$ cat config.mk
export PLATFORM = sky130hd
export DESIGN_NAME = riscv_mem_arbiter
export DESIGN_NICKNAME = d
export VERILOG_FILES = /design/src/rtl/riscv_mem_pkg.sv /design/src/rtl/riscv_mem_arbiter.sv
export SDC_FILE = /design/constraint.sdc
export NUM_CORES = 1
export LEC_CHECK = 0
export CELL_PAD_IN_SITES_DETAIL_PLACEMENT = 1
export CELL_PAD_IN_SITES_GLOBAL_PLACEMENT = 2
export CORE_MARGIN = 3
export CORE_UTILIZATION = 22
export CTS_CLUSTER_DIAMETER = 120
export CTS_CLUSTER_SIZE = 14
export DETAILED_ROUTE_END_ITERATION = 8
export MAX_ROUTING_LAYER = met4
export PLACE_DENSITY = 0.78
export SYNTH_ARGS = -nofsm -noshare
export SYNTH_HDL_FRONTEND = slang
export SYNTH_SLANG_ARGS = --single-unit
$ cat constraint.sdc
create_clock -name clk -period 1.5 [get_ports clk]
set_input_delay 0.3 -clock clk [delete_from_list [all_inputs] [get_ports clk]]
set_output_delay 0.3 -clock clk [all_outputs]
set_load 0.1 [all_outputs]
$ cat src/rtl/riscv_mem_pkg.sv
// riscv_mem_pkg
//   Shared types and constants for the unified instruction/data memory
//   arbiter of the pipelined RISC-V core.
//   arb_state_t : arbiter FSM state (IDLE, BUSY, RESP)
//   owner_t     : which requester owns the command in flight
//   BE_ALL      : all-ones byte-enable constant, sliced to the port width
//                 by users (wide enough for data widths up to 1024 bits)
package riscv_mem_pkg;

   typedef enum logic [1:0] {
      IDLE = 2'd0,
      BUSY = 2'd1,
      RESP = 2'd2
   } arb_state_t;

   typedef enum logic {
      OWN_IF = 1'b0,
      OWN_D  = 1'b1
   } owner_t;

   localparam logic [127:0] BE_ALL = '1;

endpackage

$ cat src/rtl/riscv_mem_arbiter.sv
// riscv_mem_arbiter
//   Shares one memory port between instruction fetch (IF) and load/store
//   (D). Data wins by default; after MAX_WAIT consecutive data grants with
//   fetch pending, fetch is forced to win. The winning command is registered
//   onto mem_*, held until mem_ready, and the response is returned to the
//   owner as a one-cycle rvalid pulse.
//
//   Handshakes: a requester holds req and its payload until gnt, a one-cycle
//   pulse meaning the command was taken (it may drop req before gnt). On the
//   memory side mem_req is a valid that stays high with mem_* stable until the
//   cycle mem_ready is sampled high; mem_ready is ignored when mem_req is low.
//
//   Ports
//     clk, rst_n                     clock, async active-low reset
//     if_req/if_addr -> if_gnt        fetch request and acceptance pulse
//     if_rvalid/if_rdata              fetch response
//     d_req/d_we/d_addr/d_wdata/d_be  data request payload
//     d_gnt, d_rvalid/d_rdata         data acceptance and response
//     mem_req/mem_we/mem_addr/
//       mem_wdata/mem_be              registered memory command
//     mem_ready/mem_rdata             memory completion and read data
//     stall_if, stall_d               request pending but not granted
module riscv_mem_arbiter
   import riscv_mem_pkg::*;
#(
   parameter int ADDR_W   = 32,
   parameter int DATA_W   = 32,
   parameter int MAX_WAIT = 3
) (
   input  logic                clk,
   input  logic                rst_n,
   input  logic                if_req,
   input  logic [ADDR_W-1:0]   if_addr,
   output logic                if_gnt,
   output logic                if_rvalid,
   output logic [DATA_W-1:0]   if_rdata,
   input  logic                d_req,
   input  logic                d_we,
   input  logic [ADDR_W-1:0]   d_addr,
   input  logic [DATA_W-1:0]   d_wdata,
   input  logic [DATA_W/8-1:0] d_be,
   output logic                d_gnt,
   output logic                d_rvalid,
   output logic [DATA_W-1:0]   d_rdata,
   output logic                mem_req,
   output logic                mem_we,
   output logic [ADDR_W-1:0]   mem_addr,
   output logic [DATA_W-1:0]   mem_wdata,
   output logic [DATA_W/8-1:0] mem_be,
   input  logic                mem_ready,
   input  logic [DATA_W-1:0]   mem_rdata,
   output logic                stall_if,
   output logic                stall_d
);

   localparam int CNT_W = $clog2(MAX_WAIT + 1);
   localparam logic [CNT_W-1:0] CNT_MAX = CNT_W'(MAX_WAIT);

   arb_state_t       state, state_nx;
   owner_t           owner;
   logic [CNT_W-1:0] starve_cnt;
   logic             arb_open;
   logic             pick_if;
   logic             mem_done;

   // Arbitration is open in IDLE and RESP. rst_n gates it so no grant can
   // leak out while reset is held with requests pending.
   always_comb begin
      arb_open = rst_n && (state != BUSY);
      pick_if  = if_req && (!d_req || (starve_cnt == CNT_MAX));
      if_gnt   = arb_open && pick_if;
      d_gnt    = arb_open && d_req && !pick_if;
      stall_if = if_req && !if_gnt;
      stall_d  = d_req && !d_gnt;
      mem_done = (state == BUSY) && mem_ready;
   end

   always_comb begin
      state_nx = state;
      case (state)
         IDLE, RESP: state_nx = (if_gnt || d_gnt) ? BUSY : IDLE;
         BUSY:       state_nx = mem_ready ? RESP : BUSY;
         default:    state_nx = IDLE;
      endcase
   end

   always_ff @(posedge clk or negedge rst_n) begin
      if (!rst_n) state <= IDLE;
      else        state <= state_nx;
   end

   assign mem_req   = (state == BUSY);
   assign if_rvalid = (state == RESP) && (owner == OWN_IF);
   assign d_rvalid  = (state == RESP) && (owner == OWN_D);

   // Command register: loaded only on a grant, so it is stable through BUSY.
   always_ff @(posedge clk or negedge rst_n) begin
      if (!rst_n) begin
         owner     <= OWN_IF;
         mem_we    <= 1'b0;
         mem_addr  <= '0;
         mem_wdata <= '0;
         mem_be    <= '0;
      end else if (if_gnt) begin
         owner     <= OWN_IF;
         mem_we    <= 1'b0;
         mem_addr  <= if_addr;
         mem_wdata <= '0;
         mem_be    <= BE_ALL[DATA_W/8-1:0];
      end else if (d_gnt) begin
         owner     <= OWN_D;
         mem_we    <= d_we;
         mem_addr  <= d_addr;
         mem_wdata <= d_wdata;
         mem_be    <= d_be;
      end
   end

   // Response registers hold until the next completion for the same owner.
   always_ff @(posedge clk or negedge rst_n) begin
      if (!rst_n) begin
         if_rdata <= '0;
         d_rdata  <= '0;
      end else if (mem_done) begin
         if (owner == OWN_IF) if_rdata <= mem_rdata;
         else                 d_rdata  <= mem_we ? '0 : mem_rdata;
      end
   end

   // Counts data grants taken while fetch waits; any cycle without a fetch
   // request or with a fetch grant restarts the count.
   always_ff @(posedge clk or negedge rst_n) begin
      if (!rst_n)                              starve_cnt <= '0;
      else if (!if_req || if_gnt)              starve_cnt <= '0;
      else if (d_gnt && starve_cnt != CNT_MAX) starve_cnt <= starve_cnt + 1'b1;
   end

endmodule

* After elaboration in Yosys (flattened, before gate mapping)
Index checks and enable logic that the tools add are counted.
** Storage, ports and cells
- Flip-flop bits (word level) :: 138
- Input port bits :: 138
- Logic and storage cells :: 57
** Cells by class
- $add $sub $neg :: 1
- Equal/unequal tests :: 5
- Multiplexer cells :: 16
- Bitwise logic cells :: 1
- Reduce and logical (&&, ||, !) cells :: 25
** Operators with widths (number)
- $mux W32 :: 5
- $logic_and A1 B1 Y1 :: 11
- $mux W4 :: 2
- $mux W2 :: 3
- $logic_not A1 Y1 :: 5
- $mux W1 :: 5
- $eq A2 B2 Y1 const B :: 2
- $pmux W2 S2 :: 1
- $reduce_and A2 Y1 :: 2
- $reduce_bool A2 Y1 :: 2
- $logic_or A1 B1 Y1 :: 3
- $add A2 B1 Y2 const B :: 1
- $eq A2 B1 Y1 const B :: 1
- $logic_not A2 Y1 :: 1
- $ne A2 B1 Y1 const B :: 1
- $ne A2 B2 Y1 const B :: 1
- $reduce_or A2 Y1 :: 1
- $not A1 Y1 :: 1

* Longest topological paths before layout
- Depth in word-level cells :: 8
- Depth in mapped cells :: 7
- Gate-level depth less buffers :: 5

* Worst setup path before layout
OpenSTA, ideal clock, no wires.
- Kind :: reg2out
- Start point :: register state[0]
- End point :: output port stall_if
- Data arrival time :: 5404 ps
- Required time :: 1200 ps
- Path slack :: -4204 ps
- Stages on the path, launching flop included :: 6
- Path buffers :: 1
- Cells stage by stage :: dfrtp_1 > nand2b_4 > inv_2 > buf_2 > nor4_1 > nor2_1
** On the way
- Cells in the longest elaborated chain, start to end :: 5
** RTL lines
- start: declaration :: RTL line riscv_mem_arbiter.sv:59 : arb_state_t state, state_nx;
- start signal: assignment :: RTL line riscv_mem_arbiter.sv:89 : else state <= state_nx;
- $ne A2 B1 Y1 :: RTL line riscv_mem_arbiter.sv:69 : arb_open = rst_n && (state != BUSY);
- $logic_and A1 B1 Y1 :: RTL line riscv_mem_arbiter.sv:69
- $logic_and A1 B1 Y1 :: RTL line riscv_mem_arbiter.sv:71 : if_gnt = arb_open && pick_if;
- named net if_gnt :: RTL line riscv_mem_arbiter.sv:34 : output logic if_gnt,
- $logic_not A1 Y1 :: RTL line riscv_mem_arbiter.sv:73 : stall_if = if_req && !if_gnt;
- $logic_and A1 B1 Y1 :: RTL line riscv_mem_arbiter.sv:73
- end: declaration :: RTL line riscv_mem_arbiter.sv:52 : output logic stall_if,
The timed path passes the listed nets, and every way through them passes these cells.

* Final worst setup path
- Start point :: register starve_cnt[0]
- End point :: output port stall_if
** On the way
- Cells in the longest elaborated chain, start to end :: 6
** RTL lines
- start: declaration :: RTL line riscv_mem_arbiter.sv:61 : logic [CNT_W-1:0] starve_cnt;
- start signal: assignment :: RTL line riscv_mem_arbiter.sv:135 : else if (d_gnt && starve_cnt != CNT_MAX) starve_cnt <= starve_cnt + 1'b1;
- $eq A2 B2 Y1 :: RTL line riscv_mem_arbiter.sv:70 : pick_if = if_req && (!d_req || (starve_cnt == CNT_MAX));
- $logic_or A1 B1 Y1 :: RTL line riscv_mem_arbiter.sv:70
- $logic_and A1 B1 Y1 :: RTL line riscv_mem_arbiter.sv:70
- $logic_and A1 B1 Y1 :: RTL line riscv_mem_arbiter.sv:71
- $logic_not A1 Y1 :: RTL line riscv_mem_arbiter.sv:73
- $logic_and A1 B1 Y1 :: RTL line riscv_mem_arbiter.sv:73
No other way between the ends.

==> summary.md <==
| Metric | Value |
|---|---|
| Reg area | 0.00346 sq mm |
| Final setup vio count | 105 |
| Synth Net Count | 695 |
| Synth warnings | 0 |
| Initial antenna violation count | 0 |
| P_int | 16.1 mW |
| Post-layout util | 48.8% |
| Slew HR | 58.0% |
| # DRC | 0 |
| Top post-synthesis cells by area | dfrtp_1 56%, a31oi_1 6.6%, mux2_1 5.5% |
| Power, Total | 33.9 mW |
| Flop2flop setup slack | -370 ps |
| Number of vias per cell | 4.80 |
| Final worst path period need | 2020 ps |
| M1 GR Usage | 22.4% |
| Fin crit share | 135% |
| Pin count of the biggest net entering global routing | 65 |
| Met2 GRT Util | 29.9% |
| Core footprint | 0.0273 sq mm |
| Wirelength, routed | 27400 um |
| Gr busiest metal | met2 |
| Vias in the first global route | 6948 |
| F_max | 0.495 GHz |
| H-tree depth | 4 |
| TritonCTS clock tree | yes |
| Ys async rst share | 100% |
| Seq cells post-synth | 138 |
| Seq pwr share | 20.3% |
| Largest stage delay, worst path | 400 ps |
| Syn Area/Cell | 11.1 sq um |
| Crit path max-delay cell type | dfrtp_1 |
| CTS sink cnt | 138 |
| Fillers | 2725 |
| Multi-input gate area in the final layout | 0.00311 sq mm |
| Num rows | 60 |
| Num CTS Buffers | 17 |
| Post-route ant nets | 0 |
| Detail Placement HPWL | 17900 um |
| Dominant cell type by area after synthesis | dfrtp_1 |
| Die Wd | 173 um |
| Logic pwr share | 67.4% |
| Post-Syn Area | 0.00616 sq mm |
| CP startpoint | starve_cnt[0] |
| Post-Place Cells | 1210 |
| RSZ-0062 raised after global routing | true |
| CTS max path bufs | 2 |
| CP Cell Sequence | ha_4, nor2b_4, nor4_4, buf_6, nor2_4, buf_12 |
| Initial Utilization | 22.6% |
| Overall Global Routing Usage | 18.5% |
| Reg-to-reg critical path endpoint | if_rdata[10] |
| Worst slew pin tran | 630 ps |
| Final worst slack | -521 ps |
| Wire per inst | 21.2 um |
| Clock root cell | clkbuf_16 |
| Setup crit end | stall_if |
| Register area share after synthesis | 56.1% |
| Distinct cells, synth | 37 |
| P per Cell Area | 2550 mW/mm^2 |
| Setup Skew | 13.2 ps |
| CTS clock-pin slew for the worst setup and hold paths | 70 ps |
| Via count | 6196 |
| Maximum vdd drop | 1.56 mV |
| EDFF count, synth | 0 |
| Switch share | 52.5% |
| Yosys top cell area share | 56.1% |
| Crit Path Class | register to output pin |
| GRT met3 Usage | 5.78% |
| First DRT Iteration DRCs | 260 |
| Startpoint Class | register |
| R2r worst-path depth | 9 |
| Ys flop type | dfrtp_1 |
| Nets | 1044 |
| CP Capture Type | output pin |
| Hold Vio Cnt, Final | 0 |
| Placer Congestion | 0.765 |
| Worst hold path type | input port to asynchronous set/reset pin |
| DIE AREA | 0.0300 sq mm |
| DRT Pass-1 Iters | 4 |
| Global-route wire length before repair | 42500 um |
| Grt total ovfl | 0 |
| CP Max Fanout | 3 |
| Worst EP arrival | 1720 ps |
| Synthesized instance count | 556 |
| Pins Over Slew Limit | 0 |
| Leakage power | 5.62 nW |
| Worst r2r src | state[1] |
| Number of max-cap violations | 0 |
| Status | finished, violations left |
| Clk pwr share | 12.2% |
| Sw Pwr | 17.8 mW |
| # port buffers | 277 |
| DP Worst Slack | -545 ps |
| Failing checks | negative setup slack |
| Die Ht | 173 um |
| Area growth syn-to-layout | 116% |
| Layout Cells excl Fill | 1291 |
| Worst path required time | 1200 ps |
| Layout cell share with drive strength beyond 1 | 42.5% |
| Worst skew pair latency | 420 ps |
| I/O Pins | 278 |
layout by cell type (no fill, tap or decap), drive strengths merged, types with 4 or more instances in the layout:
cell / count
dfrtp: 138
or4: 32
clkbuf: 18
o41ai: 32
a31oi: 65
o22a: 4
a22o: 33
o21ai: 34
buf: 255
nand2: 65
clkdlybuf4s50: 136
mux2: 32
inv: 12
clkinv: 4
nand2b: 33
registers in the layout, indices dropped and copies added, names as in the netlist:
name        flops
d_rdata        32
if_rdata       32
mem_addr       32
mem_be          4
mem_wdata      32
mem_we          1
owner           1
starve_cnt      2
state           2
metrics by stage:
stage | TNS, ps | cell area, sq um | hold WS, ps
3_5_place_dp | -49690 | 11200 | 250
4_1_cts | -34620 | 13100 | 29.0
3_3_place_gp | -45680 | 11200 | 254
6_report | -24200 | 13300 | 43.8
2_1_floorplan | -4700 | 6210 | 4.41
5_1_grt | -30590 | 13300 | 43.8
worst max-delay path, delay by kind of cell, from the launching register on:
family	cells	cell delay (ps)
flip-flops	1	400
AND/OR/NAND/NOR	3	390
buffers and inverters	2	320
adder cells (fa/ha/maj)	1	180
cell families (layout without fill, tap and decap cells):
family / count (synthesis) / count (layout) / synth area share [%]
other cells: 0 / 1 / 0
flops: 138 / 138 / 56.1
buf+inv: 68 / 430 / 5.30
compound gates: 173 / 173 / 19.7
fa+ha+maj: 1 / 1 / 0.203
mux: 32 / 32 / 5.85
simple gates: 144 / 144 / 12.9
repair_timing:
item,CTS,global route
endpoints found under the hold margin,2,0
gates resized for setup,133,65
endpoints found under the setup margin,105,111
hold buffers,1,0
buffers inserted,41,11
gates cloned,13,0
pin swaps,86,38
synth_stat cells, types with 2 or more instances:
library cell,number
o21ai_0,25
clkbuf_1,36
mux2_2,2
dfrtp_1,138
inv_1,3
a31oi_1,65
a22o_1,33
mux2_1,30
o2111ai_1,2
o22a_1,4
buf_2,18
and2_1,2
nand2_1,65
buf_6,5
nor2_1,2
a21oi_1,2
or4_1,32
o21ai_1,9
o41ai_1,32
buf_4,3
nand2b_1,32
final cells by class:
cell class	instances	area share, %
clock buffer	18	3.30
clock inverter	14	0.978
antenna	1	0.0188
multi-input combinational	350	23.4
timing repair buffer	393	42.6
sequential	138	26.0
inverter	5	0.216
tap	372	3.50
worst min path at each step:
stage           from      endpoint  slack (ps)  depth (start not counted)
3_5_place_dp   rst_n  mem_addr[30]         250                          2
6_report       rst_n  mem_addr[22]          40                          3
5_1_grt        rst_n  mem_addr[17]          40                          3
4_1_cts        rst_n  mem_addr[22]          30                          3
3_3_place_gp   rst_n  mem_addr[30]         250                          2
2_1_floorplan  rst_n    d_rdata[0]           4                          0
routing by layer:
layer | share of wire (%) | vias up
met1 | 40 | 3103
li1 | - | 2800
met3 | 7.8 | 39
met5 | 0 | -
met2 | 50 | 254
met4 | 2.0 | 0
power groups by stage:
stage,clock (mW),sequential [mW],combinational (mW)
floorplan,0,16.6,2.37
detailed placement,0,6.97,21.1
global route,4.46,7.10,23.6
finish,4.15,6.90,22.9
CTS,4.28,6.91,22.9
global placement,0,6.87,20.9
No activity file was read; power rests on OpenSTA's default activity.
